### src/rtl/obj_commit_scheduler_if.sv
// Request/table bundle for obj_commit_scheduler (scheduler uses the slave modport).
// The drop_cnt signal exists only when OBJ_SCHED_STATS_EN is defined.
interface obj_commit_scheduler_if #(
    parameter int OBJ_WIDTH = 56
);
    logic                 vblank;
    logic                 req0_valid;
    logic                 req0_ready;
    logic [1:0]           req0_op;
    logic [3:0]           req0_idx;
    logic [OBJ_WIDTH-1:0] req0_obj;
    logic                 req1_valid;
    logic                 req1_ready;
    logic [1:0]           req1_op;
    logic [3:0]           req1_idx;
    logic [OBJ_WIDTH-1:0] req1_obj;
    logic                 tbl_we;
    logic [3:0]           tbl_addr;
    logic [OBJ_WIDTH-1:0] tbl_wdata;
    logic [5:0]           obj_len;
    logic                 err;
    logic                 frame_done;
`ifdef OBJ_SCHED_STATS_EN
    logic [7:0]           drop_cnt;
`endif

    modport master (
        output vblank,
               req0_valid, req0_op, req0_idx, req0_obj,
               req1_valid, req1_op, req1_idx, req1_obj,
        input  req0_ready, req1_ready,
               tbl_we, tbl_addr, tbl_wdata, obj_len, err, frame_done
`ifdef OBJ_SCHED_STATS_EN
               , drop_cnt
`endif
    );

    modport slave (
        input  vblank,
               req0_valid, req0_op, req0_idx, req0_obj,
               req1_valid, req1_op, req1_idx, req1_obj,
        output req0_ready, req1_ready,
               tbl_we, tbl_addr, tbl_wdata, obj_len, err, frame_done
`ifdef OBJ_SCHED_STATS_EN
               , drop_cnt
`endif
    );
endinterface

### src/rtl/obj_commit_scheduler.sv
// Two-requester object-table update scheduler: round-robin arbiter, request FIFO, vblank-gated commit.
// Optional drop counter output enabled by defining OBJ_SCHED_STATS_EN.
module obj_commit_scheduler #(
    parameter int OBJ_WIDTH  = 56,
    parameter int MAX_LEN    = 16,
    parameter int FIFO_DEPTH = 4
) (
    input  logic                  clk25,
    input  logic                  rst,
    obj_commit_scheduler_if.slave bus
);
    localparam int IDX_W   = $clog2(MAX_LEN);
    localparam int LEN_W   = 6;
    localparam int PTR_W   = $clog2(FIFO_DEPTH);
    localparam int ENTRY_W = 2 + IDX_W + OBJ_WIDTH;
    localparam logic [LEN_W-1:0] MAX_LEN_V = LEN_W'(MAX_LEN);

    typedef enum logic [1:0] {
        OP_ADD   = 2'd0,
        OP_SET   = 2'd1,
        OP_CLEAR = 2'd2,
        OP_NOP   = 2'd3
    } op_e;

    typedef enum logic {
        IDLE   = 1'b0,
        COMMIT = 1'b1
    } state_e;

    state_e               state_q, state_d;
    logic                 vblank_q;
    logic                 rr_q;
    logic                 grant0, grant1, push, pop, window_close;
    logic                 fifo_full, fifo_empty;
    logic [PTR_W:0]       wr_ptr_q, rd_ptr_q;
    logic [ENTRY_W-1:0]   fifo_mem [FIFO_DEPTH];
    logic [ENTRY_W-1:0]   push_entry, head_entry;
    op_e                  head_op;
    logic [IDX_W-1:0]     head_idx;
    logic [OBJ_WIDTH-1:0] head_obj;

    logic                 we_d, err_d, clear_d;
    logic [LEN_W-1:0]     len_d;
    logic [IDX_W-1:0]     wr_addr_d;

    logic                 tbl_we_q, err_q, frame_done_q;
    logic [IDX_W-1:0]     tbl_addr_q;
    logic [OBJ_WIDTH-1:0] tbl_wdata_q;
    logic [LEN_W-1:0]     obj_len_q;

    // Round-robin pointer only matters when both requesters compete.
    always_comb begin
        grant0 = bus.req0_valid && (!bus.req1_valid || !rr_q);
        grant1 = bus.req1_valid && (!bus.req0_valid ||  rr_q);
    end

    assign bus.req0_ready = grant0 && !fifo_full;
    assign bus.req1_ready = grant1 && !fifo_full;
    assign push       = (grant0 || grant1) && !fifo_full;
    assign push_entry = grant0 ? {bus.req0_op, bus.req0_idx, bus.req0_obj}
                               : {bus.req1_op, bus.req1_idx, bus.req1_obj};

    always_ff @(posedge clk25 or negedge rst) begin
        if (!rst) begin
            rr_q <= 1'b0;
        end else if (push && bus.req0_valid && bus.req1_valid) begin
            rr_q <= ~rr_q;
        end
    end

    assign fifo_empty = (wr_ptr_q == rd_ptr_q);
    assign fifo_full  = (wr_ptr_q[PTR_W] != rd_ptr_q[PTR_W]) &&
                        (wr_ptr_q[PTR_W-1:0] == rd_ptr_q[PTR_W-1:0]);

    always_ff @(posedge clk25 or negedge rst) begin
        if (!rst) begin
            wr_ptr_q <= '0;
            rd_ptr_q <= '0;
        end else begin
            if (push) wr_ptr_q <= wr_ptr_q + 1'b1;
            if (pop)  rd_ptr_q <= rd_ptr_q + 1'b1;
        end
    end

    always_ff @(posedge clk25) begin
        if (push) fifo_mem[wr_ptr_q[PTR_W-1:0]] <= push_entry;
    end

    assign head_entry = fifo_mem[rd_ptr_q[PTR_W-1:0]];
    assign head_op    = op_e'(head_entry[ENTRY_W-1 -: 2]);
    assign head_idx   = head_entry[OBJ_WIDTH +: IDX_W];
    assign head_obj   = head_entry[OBJ_WIDTH-1:0];

    // vblank_q resets high so a vblank already active at reset release is not an edge.
    always_ff @(posedge clk25 or negedge rst) begin
        if (!rst) begin
            state_q  <= IDLE;
            vblank_q <= 1'b1;
        end else begin
            state_q  <= state_d;
            vblank_q <= bus.vblank;
        end
    end

    always_comb begin
        state_d = state_q;
        case (state_q)
            IDLE:    if (bus.vblank && !vblank_q)    state_d = COMMIT;
            COMMIT:  if (!bus.vblank || fifo_empty)  state_d = IDLE;
            default: state_d = IDLE;
        endcase
    end

    always_comb begin
        pop          = 1'b0;
        window_close = 1'b0;
        if (state_q == COMMIT) begin
            pop          = bus.vblank && !fifo_empty;
            window_close = !bus.vblank || fifo_empty;
        end
    end

    // Decode the popped entry against the current committed length.
    always_comb begin
        we_d      = 1'b0;
        err_d     = 1'b0;
        clear_d   = 1'b0;
        len_d     = obj_len_q;
        wr_addr_d = (head_op == OP_ADD) ? obj_len_q[IDX_W-1:0] : head_idx;
        if (pop) begin
            case (head_op)
                OP_ADD: begin
                    if (obj_len_q < MAX_LEN_V) begin
                        we_d  = 1'b1;
                        len_d = obj_len_q + 1'b1;
                    end else begin
                        err_d = 1'b1;
                    end
                end
                OP_SET: begin
                    if (LEN_W'(head_idx) < obj_len_q) we_d  = 1'b1;
                    else                               err_d = 1'b1;
                end
                OP_CLEAR: begin
                    clear_d = 1'b1;
                    len_d   = '0;
                end
                default: ;
            endcase
        end
    end

    always_ff @(posedge clk25 or negedge rst) begin
        if (!rst) begin
            tbl_we_q     <= 1'b0;
            tbl_addr_q   <= '0;
            tbl_wdata_q  <= '0;
            obj_len_q    <= '0;
            err_q        <= 1'b0;
            frame_done_q <= 1'b0;
        end else begin
            tbl_we_q     <= we_d;
            err_q        <= err_d;
            frame_done_q <= window_close;
            obj_len_q    <= len_d;
            if (we_d) begin
                tbl_addr_q  <= wr_addr_d;
                tbl_wdata_q <= head_obj;
            end
        end
    end

    assign bus.tbl_we     = tbl_we_q;
    assign bus.tbl_addr   = tbl_addr_q;
    assign bus.tbl_wdata  = tbl_wdata_q;
    assign bus.obj_len    = obj_len_q;
    assign bus.err        = err_q;
    assign bus.frame_done = frame_done_q;

`ifdef OBJ_SCHED_STATS_EN
    logic [7:0] drop_cnt_q;

    always_ff @(posedge clk25 or negedge rst) begin
        if (!rst) begin
            drop_cnt_q <= '0;
        end else if (clear_d) begin
            drop_cnt_q <= '0;
        end else if (err_d && drop_cnt_q != 8'hFF) begin
            drop_cnt_q <= drop_cnt_q + 1'b1;
        end
    end

    assign bus.drop_cnt = drop_cnt_q;
`endif
endmodule

### src/flat_wrapper.sv
// flat-port wrapper written by rule: the top's interface ports become plain ports
module obj_commit_scheduler_flat 
#(
    parameter int OBJ_WIDTH  = 56,
    parameter int MAX_LEN    = 16,
    parameter int FIFO_DEPTH = 4
)
  (clk25, rst, bus_vblank, bus_req0_valid, bus_req0_op, bus_req0_idx, bus_req0_obj, bus_req1_valid, bus_req1_op, bus_req1_idx, bus_req1_obj, bus_req0_ready, bus_req1_ready, bus_tbl_we, bus_tbl_addr, bus_tbl_wdata, bus_obj_len, bus_err, bus_frame_done);
  obj_commit_scheduler_if #(.OBJ_WIDTH(OBJ_WIDTH)) bus_i ();
  input  logic clk25;
  input  logic rst;
  input wire logic [$bits(bus_i.vblank)-1:0] bus_vblank;
  input wire logic [$bits(bus_i.req0_valid)-1:0] bus_req0_valid;
  input wire logic [$bits(bus_i.req0_op)-1:0] bus_req0_op;
  input wire logic [$bits(bus_i.req0_idx)-1:0] bus_req0_idx;
  input wire logic [$bits(bus_i.req0_obj)-1:0] bus_req0_obj;
  input wire logic [$bits(bus_i.req1_valid)-1:0] bus_req1_valid;
  input wire logic [$bits(bus_i.req1_op)-1:0] bus_req1_op;
  input wire logic [$bits(bus_i.req1_idx)-1:0] bus_req1_idx;
  input wire logic [$bits(bus_i.req1_obj)-1:0] bus_req1_obj;
  output wire logic [$bits(bus_i.req0_ready)-1:0] bus_req0_ready;
  output wire logic [$bits(bus_i.req1_ready)-1:0] bus_req1_ready;
  output wire logic [$bits(bus_i.tbl_we)-1:0] bus_tbl_we;
  output wire logic [$bits(bus_i.tbl_addr)-1:0] bus_tbl_addr;
  output wire logic [$bits(bus_i.tbl_wdata)-1:0] bus_tbl_wdata;
  output wire logic [$bits(bus_i.obj_len)-1:0] bus_obj_len;
  output wire logic [$bits(bus_i.err)-1:0] bus_err;
  output wire logic [$bits(bus_i.frame_done)-1:0] bus_frame_done;
  assign bus_i.vblank = bus_vblank;
  assign bus_i.req0_valid = bus_req0_valid;
  assign bus_i.req0_op = bus_req0_op;
  assign bus_i.req0_idx = bus_req0_idx;
  assign bus_i.req0_obj = bus_req0_obj;
  assign bus_i.req1_valid = bus_req1_valid;
  assign bus_i.req1_op = bus_req1_op;
  assign bus_i.req1_idx = bus_req1_idx;
  assign bus_i.req1_obj = bus_req1_obj;
  assign bus_req0_ready = bus_i.req0_ready;
  assign bus_req1_ready = bus_i.req1_ready;
  assign bus_tbl_we = bus_i.tbl_we;
  assign bus_tbl_addr = bus_i.tbl_addr;
  assign bus_tbl_wdata = bus_i.tbl_wdata;
  assign bus_obj_len = bus_i.obj_len;
  assign bus_err = bus_i.err;
  assign bus_frame_done = bus_i.frame_done;
  obj_commit_scheduler #(.OBJ_WIDTH(OBJ_WIDTH), .MAX_LEN(MAX_LEN), .FIFO_DEPTH(FIFO_DEPTH)) u_core (.clk25(clk25), .rst(rst), .bus(bus_i));
endmodule
### config.mk
export PLATFORM = sky130hd
export DESIGN_NAME = obj_commit_scheduler_flat
export DESIGN_NICKNAME = d
export VERILOG_FILES = /design/src/rtl/obj_commit_scheduler_if.sv /design/src/rtl/obj_commit_scheduler.sv /design/src/flat_wrapper.sv
export SDC_FILE = /design/constraint.sdc
export NUM_CORES = 1
export LEC_CHECK = 0
export BUFFER_PORTS_ARGS = -buffer_cell sky130_fd_sc_hd__buf_2
export CAP_MARGIN = 30
export CORE_ASPECT_RATIO = 1.2
export CORE_UTILIZATION = 40
export DETAILED_ROUTE_END_ITERATION = 16
export PLACE_DENSITY_LB_ADDON = 0.25
export SLEW_MARGIN = 20
export SYNTH_ARGS = -nofsm -noshare
export SYNTH_HDL_FRONTEND = slang
export SYNTH_SLANG_ARGS = --single-unit
### constraint.sdc
create_clock -name clk25 -period 6.9 [get_ports clk25]
set_clock_uncertainty 0.1 [all_clocks]
set_input_delay 1.035 -clock clk25 [delete_from_list [all_inputs] [get_ports clk25]]
set_output_delay 1.035 -clock clk25 [all_outputs]
set_load 0.01 [all_outputs]
# Word-level counts from Yosys, hierarchy flattened
# Memories as Yosys holds them, arrays and structs flattened.
# Cells that the tools add are included.
[totals]
mem_bits_rw = 248
out_inout_bits = 71
elab_cells = 68
n_memories = 1
ff_bits = 78
in_bits = 129
[op_classes]
bitwise = 2
n_reduce_logical = 24
eq_ne = 6
magnitude_cmp = 2
n_mux = 19
addsub = 3
[memory_table]
columns = ["memory", "depth", "width", "rd", "rd_clocked_by_memory_dff", "wr", "line", "text"]
rows = [
  ["u_core.fifo_mem", 4, 62, 1, 0, 1, "obj_commit_scheduler.sv:36", "logic [ENTRY_W-1:0] fifo_mem [FIFO_DEPTH];"],
]
[op_table]
columns = ["cell", "n"]
rows = [
  ["2-to-1 mux 62 bit", 1],
  ["2-to-1 mux 1 bit", 12],
  ["one-hot mux 6 bit (2 select lines)", 1],
  ["logical AND 1 bit", 10],
  ["zero test 1 bit", 7],
  ["adder 3 x 1 -> 3 bit, second input constant", 2],
  ["adder 6 x 1 -> 6 bit, second input constant", 1],
  ["less-than comparator 4 x 6 -> 1 bit", 1],
  ["less-than comparator 6 x 5 -> 1 bit, second input constant", 1],
  ["2-to-1 mux 6 bit", 1],
  ["one-hot mux 1 bit (2 select lines)", 3],
  ["logical OR 1 bit", 4],
  ["2-to-1 mux 4 bit", 1],
  ["== test 3 bit", 1],
  ["AND reduction 3 bit", 1],
  ["== test 2 x 1 -> 1 bit, second input constant", 1],
  ["== test 2 bit", 1],
  ["== test 2 bit, second input constant", 1],
  ["zero test 2 bit", 1],
  ["inequality test 2 bit, second input constant", 1],
  ["inverter 1 bit", 2],
  ["nonzero test 2 bit", 1],
  ["inequality test 1 bit", 1],
]

# Longest topological paths before layout
# Gate-level depths: netlist of run 1.
[logic_depth]
depth_word = 7
mapped_depth = 9
ltp_nobuf = 7

# Worst setup path after synthesis of run 1
# No wires, ideal clock.
[synth_timing]
path_kind = "in2reg"
from = "input port bus_req0_valid"
to = "memory u_core.fifo_mem[3][0] (netlist bit), enable pin"
t_required_ns = 6.372
n_path_buf = 0
slack_ns = 3.607
path_stages = 2
arrival_ns = 2.765
path_cell_list = "o21a_1 > and2_1"
[synth_via]
elab_chain_len = 7
elab_cells_between_ends = 8
[synth_lines]
columns = ["item", "line", "text"]
rows = [
  ["start, declared", "flat_wrapper.sv:13", "input wire logic [$bits(bus_i.req0_valid)-1:0] bus_req0_valid;"],
  ["zero test 1 bit", "obj_commit_scheduler.sv:54", "grant1 = bus.req1_valid && (!bus.req0_valid || rr_q);"],
  ["logical OR 1 bit", "obj_commit_scheduler.sv:54", ""],
  ["logical AND 1 bit", "obj_commit_scheduler.sv:54", ""],
  ["logical OR 1 bit *", "obj_commit_scheduler.sv:59", "assign push = (grant0 || grant1) && !fifo_full;"],
  ["logical AND 1 bit *", "obj_commit_scheduler.sv:59", ""],
  ["2-to-1 mux 1 bit *", "obj_commit_scheduler.sv:86", "if (push) fifo_mem[wr_ptr_q[PTR_W-1:0]] <= push_entry;"],
  ["2-to-1 mux 1 bit (implied by the code) *", "obj_commit_scheduler.sv:86", ""],
  ["end, declared", "obj_commit_scheduler.sv:36", ""],
]
# Every way passes the cells marked *; elsewhere a longest branch is shown, timed or not.

# Worst setup path after layout of run 1
[layout_timing]
from = "register u_core.rd_ptr_q[0]"
to = "register u_core.tbl_wdata_q[15] (netlist: u_core.bus.tbl_wdata[15])"
[layout_via]
elab_chain_len = 5
elab_cells_between_ends = 11
[layout_lines]
columns = ["item", "line", "text"]
rows = [
  ["start, declared", "obj_commit_scheduler.sv:35", "logic [PTR_W:0] wr_ptr_q, rd_ptr_q;"],
  ["start signal, assigned", "obj_commit_scheduler.sv:81", "if (pop) rd_ptr_q <= rd_ptr_q + 1'b1;"],
  ["memory (4 x 62 bit) or == test 3 bit (tied branches)", "n/a", ""],
  ["less-than comparator 4 x 6 -> 1 bit or zero test 1 bit (tied branches)", "obj_commit_scheduler.sv:141, obj_commit_scheduler.sv:118", ""],
  ["2-to-1 mux 1 bit or logical AND 1 bit (tied branches)", "obj_commit_scheduler.sv:141, obj_commit_scheduler.sv:118", ""],
  ["one-hot mux 1 bit (2 select lines) or 2-to-1 mux 1 bit (tied branches)", "obj_commit_scheduler.sv:131, obj_commit_scheduler.sv:117", ""],
  ["2-to-1 mux 1 bit", "obj_commit_scheduler.sv:130", "if (pop) begin"],
  ["end signal, assigned", "obj_commit_scheduler.sv:168", "tbl_wdata_q <= head_obj;"],
  ["end, declared", "obj_commit_scheduler.sv:48", "logic [OBJ_WIDTH-1:0] tbl_wdata_q;"],
]
# Parallel ways exist; a longest one is shown, timed or not.
# A chain may end at the register's enable or synchronous reset.

==> key figures, run 1 <==
Worst hold path
  • Worst hold path class: in2async

Floorplanning
  • Num ports: 200
  • Starting Density: 40.79%
  • Die Y: 200.9 um
  • CORE AREA: 32340 um2
  • Rows: 72
  • DIE WIDTH: 167.8 um
  • DIE AREA: 33710 um2

Clock network
  • Post-CTS Hold Buffers: 0
  • Clock Latency Late Sink: 0.55 ns
  • CTS max path bufs: 3
  • Reg clk slew, reported paths: 0.07 ns
  • Cts bufs inserted: 31
  • CTS tree: built
  • Root cell of the clock tree: clkbuf_16
  • Cts repair resizes: 0
  • Sink Count: 326
  • CTS H-tree lvls: 1
  • # Post-CTS Setup Buffers: 0

STA
  • Final worst path period share: 60.05%
  • Setup TNS: 0 ns
  • Slew HR: 42.67%
  • Fin. Hold Viols: 0
  • Final number of setup-violating endpoints: 0
  • Fin. max-slew vios: 0
  • Achievable Freq: 241.4 MHz
  • RSZ-0062 raised after global routing: no
  • Final min period: 4.143 ns
  • Hold_ws: 0.3426 ns
  • Worst slew pin tran: 0.8600 ns

Route
  • DR iter-0 viols: 355
  • Wirelength, routed: 25.29 mm
  • Antenna-violating nets left: 0
  • Vias per std cell: 5.028
  • Residual DRC: 0
  • Routed via count: 6371
  • Pre-antenna DRT Iters: 4
  • WL per Instance: 19.96 um

Placed design
  • Final RePlAce weighted congestion: 0.7427
  • HPWL after detailed placement: 15.65 mm
  • Input/output buffers: 199

Pwr
  • Peak VDD IR: 0.0001950 V
  • Leakage: 5.919 nW
  • P per Cell Area: 456.2 nW/um2

Yosys
  • Synth warnings: 0
  • Synth Net Count: 759
  • Mapped Area: 13190 um2
  • Ys flop type: edfxtp_1
  • Average size of a mapped cell: 21.24 um2
  • EDFF count, synth: 248
  • Number of synthesized register bits: 326
  • Netlist cell types: 37
  • Synth async-reset ratio: 23.93%
  • Post-synthesis sequential area ratio: 71.25%
  • Cells after Synth: 621

Worst setup path
  • R2R depth: 7
  • Crit Path Category: reg2reg
  • Crit start category: register
  • R2r endpoint: u_core.bus.tbl_wdata[15]
  • Crit. End Element: register
  • Critical Path RT: 7.23 ns
  • Crit path DAT: 4.47 ns
  • Crit path from: u_core.rd_ptr_q[0]
  • CP max FO: 38
  • R2r setup slk: 2.76 ns
  • Reg2reg start: u_core.rd_ptr_q[0]

Global routing
  • GRT Overall Usage: 15.28%
  • First-pass GRT wire length: 39.32 mm
  • GRT overflow: 0
  • Largest net degree at the start of global routing: 64
  • Initial antenna violation count: 0
  • Vias in the first global route: 6863

Flow run
  • Max cap viols: 0

Final layout
  • Area added between synthesis and finish: 18.98%
  • Most common cell after layout, fill and taps aside: edfxtp_1
  • Layout cell share with drive strength beyond 1: 53.60%
  • Nets: 974
  • Diodes inserted: 0
  • Final core occ: 48.53%
  • Commonest non-fill, non-tap cells in the layout: edfxtp_1 (248), buf_2 (198), dfrtp_1 (75)

Run status
  • Status: finished, final reports clean
cells in the mapped netlist, types with 5 or more instances:
cell | number | share of area (%)
buf_12 | 6 | 0.91
inv_1 | 7 | 0.20
and2_1 | 5 | 0.24
mux4_2 | 62 | 11
edfxtp_1 | 248 | 56
dfrtp_1 | 77 | 15
ha_1 | 9 | 0.85
nor2_1 | 8 | 0.23
mux2_4 | 59 | 6.7
mux2_2 | 67 | 5.7
a21oi_1 | 6 | 0.23
xnor2_1 | 8 | 0.53
nand2_1 | 8 | 0.23
clkbuf_1 | 15 | 0.43
worst max-delay path, stage by stage (launching register included):
cell	delay [ns]
dfrtp_4	0.90
buf_4	0.65
mux4_2	0.66
nand3b_1	0.23
o21bai_4	0.52
buf_16	0.25
buf_12	0.31
mux2_4	0.34
cell type report:
type,instances,area [um2]
Timing Repair Buffer,209,1169
Fill cell,2685,16640
Inverter,7,26.28
Tap cell,407,509.2
Clock inverter,19,153.9
Clock buffer,38,854.6
Sequential cell,326,9408
Multi-Input combinational cell,261,3576
cells by family after synthesis:
group	share of synthesized area (%)
multiplexers	23.02
adder cells (fa/ha/maj)	0.8536
AND/OR/NAND/NOR	1.366
buffers and inverters	1.802
AO/OA/AOI/OAI	1.110
flip-flops	71.25
XOR/XNOR	0.5975
routing by layer:
metal / track usage (%) / routed length (um) / vias to the layer above
li1: - / - / 2911
met1: 19.75 / 10800 / 3293
met2: 27.11 / 13190 / 139
met3: 2.090 / 903 / 28
met4: 3.735 / 398 / 0
met5: 0 / 0 / -
power by group:
part	internal [mW]	switching (mW)	leakage (nW)
sequential	2.94	0.359	3.25
combinational	1.15	1.05	2.18
clock	0.954	0.714	0.494
sequential cells by signal, indices dropped and copies added (netlist names):
signal,count
u_core.wr_ptr_q,3
u_core.bus.tbl_we,1
u_core.bus.tbl_addr,4
u_core.fifo_mem,248
u_core.bus.obj_len,6
u_core.rd_ptr_q,3
u_core.state_q,1
u_core.rr_q,1
u_core.bus.tbl_wdata,56
u_core.vblank_q,1
u_core.bus.err,1
u_core.bus.frame_done,1
stage by stage:
step,instance area (um2),instances,power [mW],setup WS [ns]
2_1_floorplan,13190,621,4.840,3.607
3_3_place_gp,14560,1204,5.509,2.412
3_5_place_dp,14690,1210,5.613,2.620
4_1_cts,15700,1267,7.297,2.614
5_1_grt,15700,1267,7.553,2.436
6_report,15700,1267,7.161,2.757
worst max-delay path by stage:
stage	endpoint	slack, ns	depth (start not counted)
4_1_cts	u_core.bus.tbl_wdata[15]	2.61	7
6_report	u_core.bus.tbl_wdata[15]	2.76	7
3_3_place_gp	u_core.bus.tbl_wdata[11]	2.41	6
2_1_floorplan	u_core.fifo_mem[3][0]	3.61	2
3_5_place_dp	u_core.bus.tbl_wdata[25]	2.62	7
5_1_grt	u_core.bus.tbl_wdata[15]	2.44	7
(Power assumes the default switching activity.)
==> run 2: changes to the inputs <==
==> constraint.sdc (replaced) <==
create_clock -name clk25 -period 3.32 [get_ports clk25]
set_clock_uncertainty 0.1 [all_clocks]
set_input_delay 0.498 -clock clk25 [delete_from_list [all_inputs] [get_ports clk25]]
set_output_delay 0.498 -clock clk25 [all_outputs]
set_load 0.01 [all_outputs]
==> run 2 against run 1 <==
Compared with the run above:
- cell area increased by 0.78%
- sequential power rose by 100%
- die area did not move
- hold slack worse by 0.32 ns
- power rose by 110%
- global-route usage barely moved
- largest cell class unchanged
==> key figures, run 2 (same netlist as run 1, synthesis figures left out) <==
Pwr
  • Sequential share of power: 44.8% (-1.3 points)
  • Leakage: 5.990 nW (+1.2%)
  • Combinational share of power: 32.1% (+1.5 points)
  • Switching part of the total: 29.20% (-0.37 points)
  • Internal power: 10.61 mW (+110%)
  • Peak VDD IR: 0.0004457 V (+130%)
  • Final Power: 14.98 mW (+110%)
  • P per Cell Area: 947.0 nW/um2 (+110%)
  • Psw: 4.375 mW (+110%)
  • Clock group share of total power: 23.1% (-0.2 points)

Clock network
  • CTS H-tree lvls: 2 (+1)
  • Sink Count: 326 (unchanged)
  • Root cell of the clock tree: clkbuf_16
  • CTS tree: built
  • Cts bufs inserted: 34 (+9.7%)
  • CTS max path bufs: 3 (unchanged)
  • Reg clk slew, reported paths: 0.06 ns (about the same)
  • Clock Latency Late Sink: 0.49 ns (-0.06 ns)

Global routing
  • Largest net degree at the start of global routing: 43 (-33%)
  • First-pass GRT wire length: 38.98 mm (-0.86%)
  • GRT overflow: 0 (unchanged)
  • Initial antenna violation count: 0 (unchanged)
  • GRT Overall Usage: 15.26% (-0.024 points)
  • Vias in the first global route: 6811 (-0.76%)

Final layout
  • Fillers: 2695 (+0.37%)
  • Max reg flops: 248 (unchanged)
  • Area added between synthesis and finish: 19.91%
  • Most common cell after layout, fill and taps aside: edfxtp_1
  • Final instance area: 15820 um2 (+0.78%)
  • Nets: 988 (+1.4%)
  • Layout cell share with drive strength beyond 1: 52.97% (-0.64 points)
  • Non-filler cells, final: 1283 (+1.3%)
  • Diodes inserted: 0 (unchanged)
  • Commonest non-fill, non-tap cells in the layout: edfxtp_1 (248), buf_2 (198), dfrtp_1 (75)

Route
  • Met3 WL: 835 um (-7.5%)
  • Top sig layer: met4
  • Residual DRC: 0 (unchanged)
  • Antenna-violating nets left: 0 (unchanged)
  • WL met1: 10.60 mm (-1.8%)
  • Vias per std cell: 5.062 (+0.67%)
  • DR iter-0 viols: 322 (-9.3%)
  • WL per Instance: 19.48 um (-2.4%)
  • Pre-antenna DRT Iters: 4 (unchanged)
  • Routed met2 length: 13.07 mm (-0.91%)
  • Wirelength, routed: 24.99 mm (-1.2%)
  • Routed via count: 6495 (+1.9%)

Floorplanning
  • Num ports: 200 (unchanged)
  • Die Y: 200.9 um (unchanged)
  • DIE AREA: 33710 um2 (unchanged)
  • DIE WIDTH: 167.8 um (unchanged)
  • Rows: 72 (unchanged)
  • CORE AREA: 32340 um2 (unchanged)
  • Starting Density: 40.79% (unchanged)

STA
  • Worst slew pin tran: 0.6343 ns (-0.2256 ns)
  • Fin. max-slew vios: 0 (unchanged)
  • Final min period: 2.996 ns (-1.147 ns)
  • Fin. Hold Viols: 0 (unchanged)
  • Slew HR: 57.71% (+15 points)
  • Achievable Freq: 333.8 MHz (+38%)
  • Setup TNS: 0 ns (unchanged)
  • Final worst path period share: 90.24% (+30 points)
  • Final number of setup-violating endpoints: 0 (unchanged)
  • RSZ-0062 raised after global routing: no

Worst setup path
  • Critical path's top delay family: multiplexers
  • Buf+Inv Stages, Crit Path: 1 (-2)
  • CP max FO: 39 (+2.6%)
  • Crit path from: u_core.rd_ptr_q[0]
  • Highest-delay cell along the critical path: mux4_2
  • Critical Path RT: 3.60 ns (-3.63 ns)
  • Crit start category: register
  • Crit Path Category: reg2reg
  • Reg2reg start: u_core.rd_ptr_q[0]
  • R2r setup slk: 0.32 ns (-2.43 ns)
  • Crit path DAT: 3.28 ns (-1.19 ns)
  • CP peak stage delay: 0.54 ns (-0.36 ns)
  • Crit path top cell by count: a21oi_1
  • Worst-path cell chain: mux4_2, ha_1, a21o_1, a21oi_1, a21oi_1, o21bai_4, buf_12, mux2_4
  • Crit. End Element: register

Placed design
  • Placed cell area: 14780 um2 (+0.63%)
  • Final RePlAce weighted congestion: 0.7583 (+2.1%)
  • Input/output buffers: 199 (unchanged)
  • Dpl cells: 1220 (+0.83%)
  • HPWL after detailed placement: 15.74 mm (+0.58%)

Worst hold path
  • Worst hold path class: in2reg
  • Hold wc startpoint: bus_vblank

Run status
  • Status: finished, final reports clean

Flow run
  • Max cap viols: 0 (unchanged)
run 2: cell count changes in the layout (fill, tap and decap cells not counted), moves of 2 or more:
cell | before | now
clkinv_2 | 10 | 7
clkbuf_16 | 33 | 37
clkbuf_1 | 4 | 10
bufinv_16 | 2 | 0
clkinv_1 | 2 | 8
buf_12 | 6 | 9
clkinvlp_4 | 4 | 0
buf_4 | 4 | 12
run 2: timing repair:
action | in CTS | in global routing
hold endpoints to repair | 34 | 0
hold buffers | 1 | 0
gates resized for setup | 0 | 0
setup buffers | 0 | 0
run 2: worst paths after layout:
kind	endpoint	cells past startpoint
max in group asynchronous	u_core.bus.tbl_wdata[32]	4
setup / recovery	u_core.bus.tbl_wdata[17]	8
hold / removal	u_core.vblank_q	1
min in group asynchronous	u_core.bus.tbl_wdata[3]	2
setup reg to reg	u_core.bus.tbl_wdata[17]	8
hold reg to reg	u_core.rd_ptr_q[2]	1
run 2: through the flow:
step | utilization, % | setup WS, ns | hold WS, ns
finish | 48.91 | 0.3239 | 0.02744
global route | 48.91 | 0.2010 | 0.004883
CTS | 48.91 | 0.2942 | 0.004163
detailed placement | 45.70 | 0.3120 | 0.3850
global placement | 45.70 | 0.3591 | 0.3803
floorplan | - | 0.1981 | 0.1024
run 2: power groups by stage:
| stage | sequential [mW] | clock, mW | combinational (mW) |
|---|---|---|---|
| 2_1_floorplan | 6.80 | 0 | 3.26 |
| 3_3_place_gp | 6.77 | 0 | 4.86 |
| 3_5_place_dp | 6.80 | 0 | 4.94 |
| 4_1_cts | 6.74 | 3.58 | 4.94 |
| 5_1_grt | 6.87 | 3.73 | 5.22 |
| 6_report | 6.71 | 3.47 | 4.81 |
run 2: layer usage:
layer | global-route usage, % | vias to the layer above
met3 | 2.425 | 37
met5 | 0 | -
met2 | 27.05 | 139
li1 | - | 2938
met4 | 4.391 | 0
met1 | 19.24 | 3381
run 2: worst reg2reg max path: cells and delay by family (launching register included):
family | cells | cell delay (ns)
buffers and inverters | 1 | 0.31
multiplexers | 2 | 0.95
AO/OA/AOI/OAI | 4 | 0.69
flip-flops | 1 | 0.53
adder cells (fa/ha/maj) | 1 | 0.31
run 2: layout make-up:
| class | count | area (um2) | area share [%] |
|---|---|---|---|
| Clock buffer | 47 | 963.4 | 6.090 |
| Clock inverter | 15 | 65.06 | 0.4113 |
| Inverter | 7 | 26.28 | 0.1661 |
| Multi-Input combinational cell | 261 | 3576 | 22.61 |
| Sequential cell | 326 | 9408 | 59.47 |
| Tap cell | 407 | 509.2 | 3.219 |
| Timing Repair Buffer | 220 | 1271 | 8.036 |
==> run 3: changes to the inputs <==
--- a/config.mk
+++ b/config.mk
@@ -10,6 +10,8 @@
 export CORE_ASPECT_RATIO = 1.2
 export CORE_UTILIZATION = 40
 export DETAILED_ROUTE_END_ITERATION = 16
+export GPL_ROUTABILITY_DRIVEN = 0
+export HOLD_SLACK_MARGIN = 0.03
 export PLACE_DENSITY_LB_ADDON = 0.25
 export SLEW_MARGIN = 20
 export SYNTH_ARGS = -nofsm -noshare
==> run 3 against run 2 <==
Compared with the run above:
- count of clock-buffer cells in the layout unchanged
- first-iteration DRC count up 2.2%
- hold slack better by 0.19 ns
- final cell count about the same
- flip-flop and latch count unchanged
- wire length about the same
- fmax about the same
- via count up 0.18%
- register-to-register slack about the same
- combinational power about the same
- global-route usage unchanged
- utilization about the same
- critical endpoint unchanged
==> key figures, run 3 (same netlist as run 1, synthesis figures left out) <==
Global routing
  • First-pass GRT wire length: 38.98 mm (unchanged)
  • Largest net degree at the start of global routing: 43 (unchanged)
  • GRT Overall Usage: 15.26% (unchanged)
  • Initial antenna violation count: 0 (unchanged)
  • GRT overflow: 0 (unchanged)
  • Vias in the first global route: 6811 (unchanged)

STA
  • Final number of setup-violating endpoints: 0 (unchanged)
  • Slew HR: 57.81% (+0.099 points)
  • Final min period: 2.996 ns (+0.00003900 ns)
  • Achievable Freq: 333.8 MHz (about the same)
  • Fin. max-slew vios: 0 (unchanged)
  • Worst slew pin tran: 0.6328 ns (-0.001478 ns)
  • Setup TNS: 0 ns (unchanged)
  • Hold_ws: 0.2162 ns (+0.1888 ns)
  • Fin. Hold Viols: 0 (unchanged)
  • RSZ-0062 raised after global routing: no
  • Final worst path period share: 90.24% (about the same)

Flow run
  • Max cap viols: 0 (unchanged)

Worst setup path
  • R2R depth: 8 (unchanged)
  • Highest-delay cell along the critical path: mux4_2
  • Worst-path cell chain: mux4_2, ha_1, a21o_1, a21oi_1, a21oi_1, o21bai_4, buf_12, mux2_4
  • Crit Path Category: reg2reg
  • Crit. End Element: register
  • Critical Path RT: 3.60 ns (about the same)
  • Crit path DAT: 3.28 ns (about the same)
  • CP max FO: 39 (unchanged)
  • CP peak stage delay: 0.54 ns (about the same)
  • Crit start category: register
  • Crit path top cell by count: a21oi_1

Pwr
  • Final Power: 14.98 mW (about the same)
  • Peak VDD IR: 0.0004447 V (-0.22%)
  • Leakage: 5.994 nW (about the same)
  • Combinational share of power: 32.1% (about the same)
  • Sequential share of power: 44.8% (about the same)
  • Internal power: 10.61 mW (about the same)
  • Clock group share of total power: 23.1% (about the same)
  • Switching part of the total: 29.20% (about the same)
  • P per Cell Area: 946.4 nW/um2 (about the same)
  • Psw: 4.374 mW (about the same)

Route
  • Routed via count: 6507 (+0.18%)
  • Wirelength, routed: 25.00 mm (about the same)
  • WL met1: 10.56 mm (-0.40%)
  • WL per Instance: 19.47 um (about the same)
  • Top sig layer: met4
  • Antenna-violating nets left: 0 (unchanged)
  • Pre-antenna DRT Iters: 4 (unchanged)
  • Routed met2 length: 13.07 mm (about the same)
  • Met3 WL: 881 um (+5.5%)
  • Vias per std cell: 5.068 (+0.11%)
  • DR iter-0 viols: 329 (+2.2%)
  • Residual DRC: 0 (unchanged)

Clock network
  • Cts bufs inserted: 34 (unchanged)
  • CTS H-tree lvls: 2 (unchanged)
  • Root cell of the clock tree: clkbuf_16
  • CTS tree: built
  • Reg clk slew, reported paths: 0.06 ns (about the same)
  • CTS max path bufs: 3 (unchanged)
  • Clock Latency Late Sink: 0.49 ns (about the same)
  • # Post-CTS Setup Buffers: 0 (unchanged)
  • Sink Count: 326 (unchanged)

Placed design
  • HPWL after detailed placement: 15.74 mm (unchanged)
  • Dpl cells: 1220 (unchanged)
  • Placed cell area: 14780 um2 (unchanged)
  • Input/output buffers: 199 (unchanged)

Floorplanning
  • Die Y: 200.9 um (unchanged)
  • DIE WIDTH: 167.8 um (unchanged)
  • Starting Density: 40.79% (unchanged)
  • DIE AREA: 33710 um2 (unchanged)
  • Rows: 72 (unchanged)
  • Num ports: 200 (unchanged)
  • CORE AREA: 32340 um2 (unchanged)

Run status
  • Status: finished, final reports clean

Final layout
  • Diodes inserted: 0 (unchanged)
  • Non-filler cells, final: 1284 (+0.078%)
  • Fillers: 2694 (-0.037%)
  • Most common cell after layout, fill and taps aside: edfxtp_1
  • Commonest non-fill, non-tap cells in the layout: edfxtp_1 (248), buf_2 (198), dfrtp_1 (75)
  • Area added between synthesis and finish: 19.98% (about the same)
  • Max reg flops: 248 (unchanged)
  • Final instance area: 15830 um2 (about the same)
  • Nets: 989 (+0.10%)
  • Layout cell share with drive strength beyond 1: 52.91% (-0.060 points)

Worst hold path
  • Worst hold path class: in2reg
  • Hold path depth: 3 (+2)
-- run 3: per-layer routing --
| layer | vias to the layer above | GRT usage (%) |
|---|---|---|
| li1 | 2940 | - |
| met1 | 3379 | 19.25 |
| met2 | 151 | 27.05 |
| met3 | 37 | 2.405 |
| met4 | 0 | 4.391 |
| met5 | - | 0 |
-- run 3: through the flow --
step	util, %	setup slack (ns)
finish	48.94	0.3239
global route	48.94	0.2010
CTS	48.94	0.2942
detailed placement	45.70	0.3120
global placement	45.70	0.3591
floorplan	-	0.1981
-- run 3: power by group through the flow --
| stage | clock, mW | sequential, mW | combinational, mW |
|---|---|---|---|
| final | 3.47 | 6.71 | 4.81 |
| after detailed placement | 0 | 6.80 | 4.94 |
| after CTS | 3.58 | 6.74 | 4.94 |
| after floorplan | 0 | 6.80 | 3.26 |
| after global placement | 0 | 6.77 | 4.86 |
| after global routing | 3.73 | 6.87 | 5.22 |
-- run 3: path summary, 6_finish.rpt --
kind / start / endpoint / slack (ns)
max: u_core.rd_ptr_q[0] / u_core.bus.tbl_wdata[17] / 0.32
min: bus_req0_valid / u_core.rr_q / 0.22
max reg2reg: u_core.rd_ptr_q[0] / u_core.bus.tbl_wdata[17] / 0.32
min reg2reg: u_core.rd_ptr_q[2] / u_core.rd_ptr_q[2] / 0.39
max in group asynchronous: rst / u_core.bus.tbl_wdata[32] / 1.83
min in group asynchronous: rst / u_core.bus.tbl_wdata[3] / 0.43
-- run 3: repair_timing --
item	4_1_cts	5_1_grt
hold buffers	2	0
gates resized for setup	0	0
endpoints found under the hold margin	35	0
-- run 3: layout make-up --
type | count | area [um2] | area share (%)
Clock inverter | 15 | 65.06 | 0.4110
Timing Repair Buffer | 221 | 1281 | 8.094
Sequential cell | 326 | 9408 | 59.43
Clock buffer | 47 | 963.4 | 6.086
Multi-Input combinational cell | 261 | 3576 | 22.59
Tap cell | 407 | 509.2 | 3.217
Inverter | 7 | 26.28 | 0.1660
-- run 3: worst max-delay path, delay by kind of cell, from the launching register on --
family                   cells  cell delay (ns)
adder cells (fa/ha/maj)      1             0.31
multiplexers                 2             0.88
buffers and inverters        1             0.31
AO/OA/AOI/OAI                4             0.69
flip-flops                   1             0.53
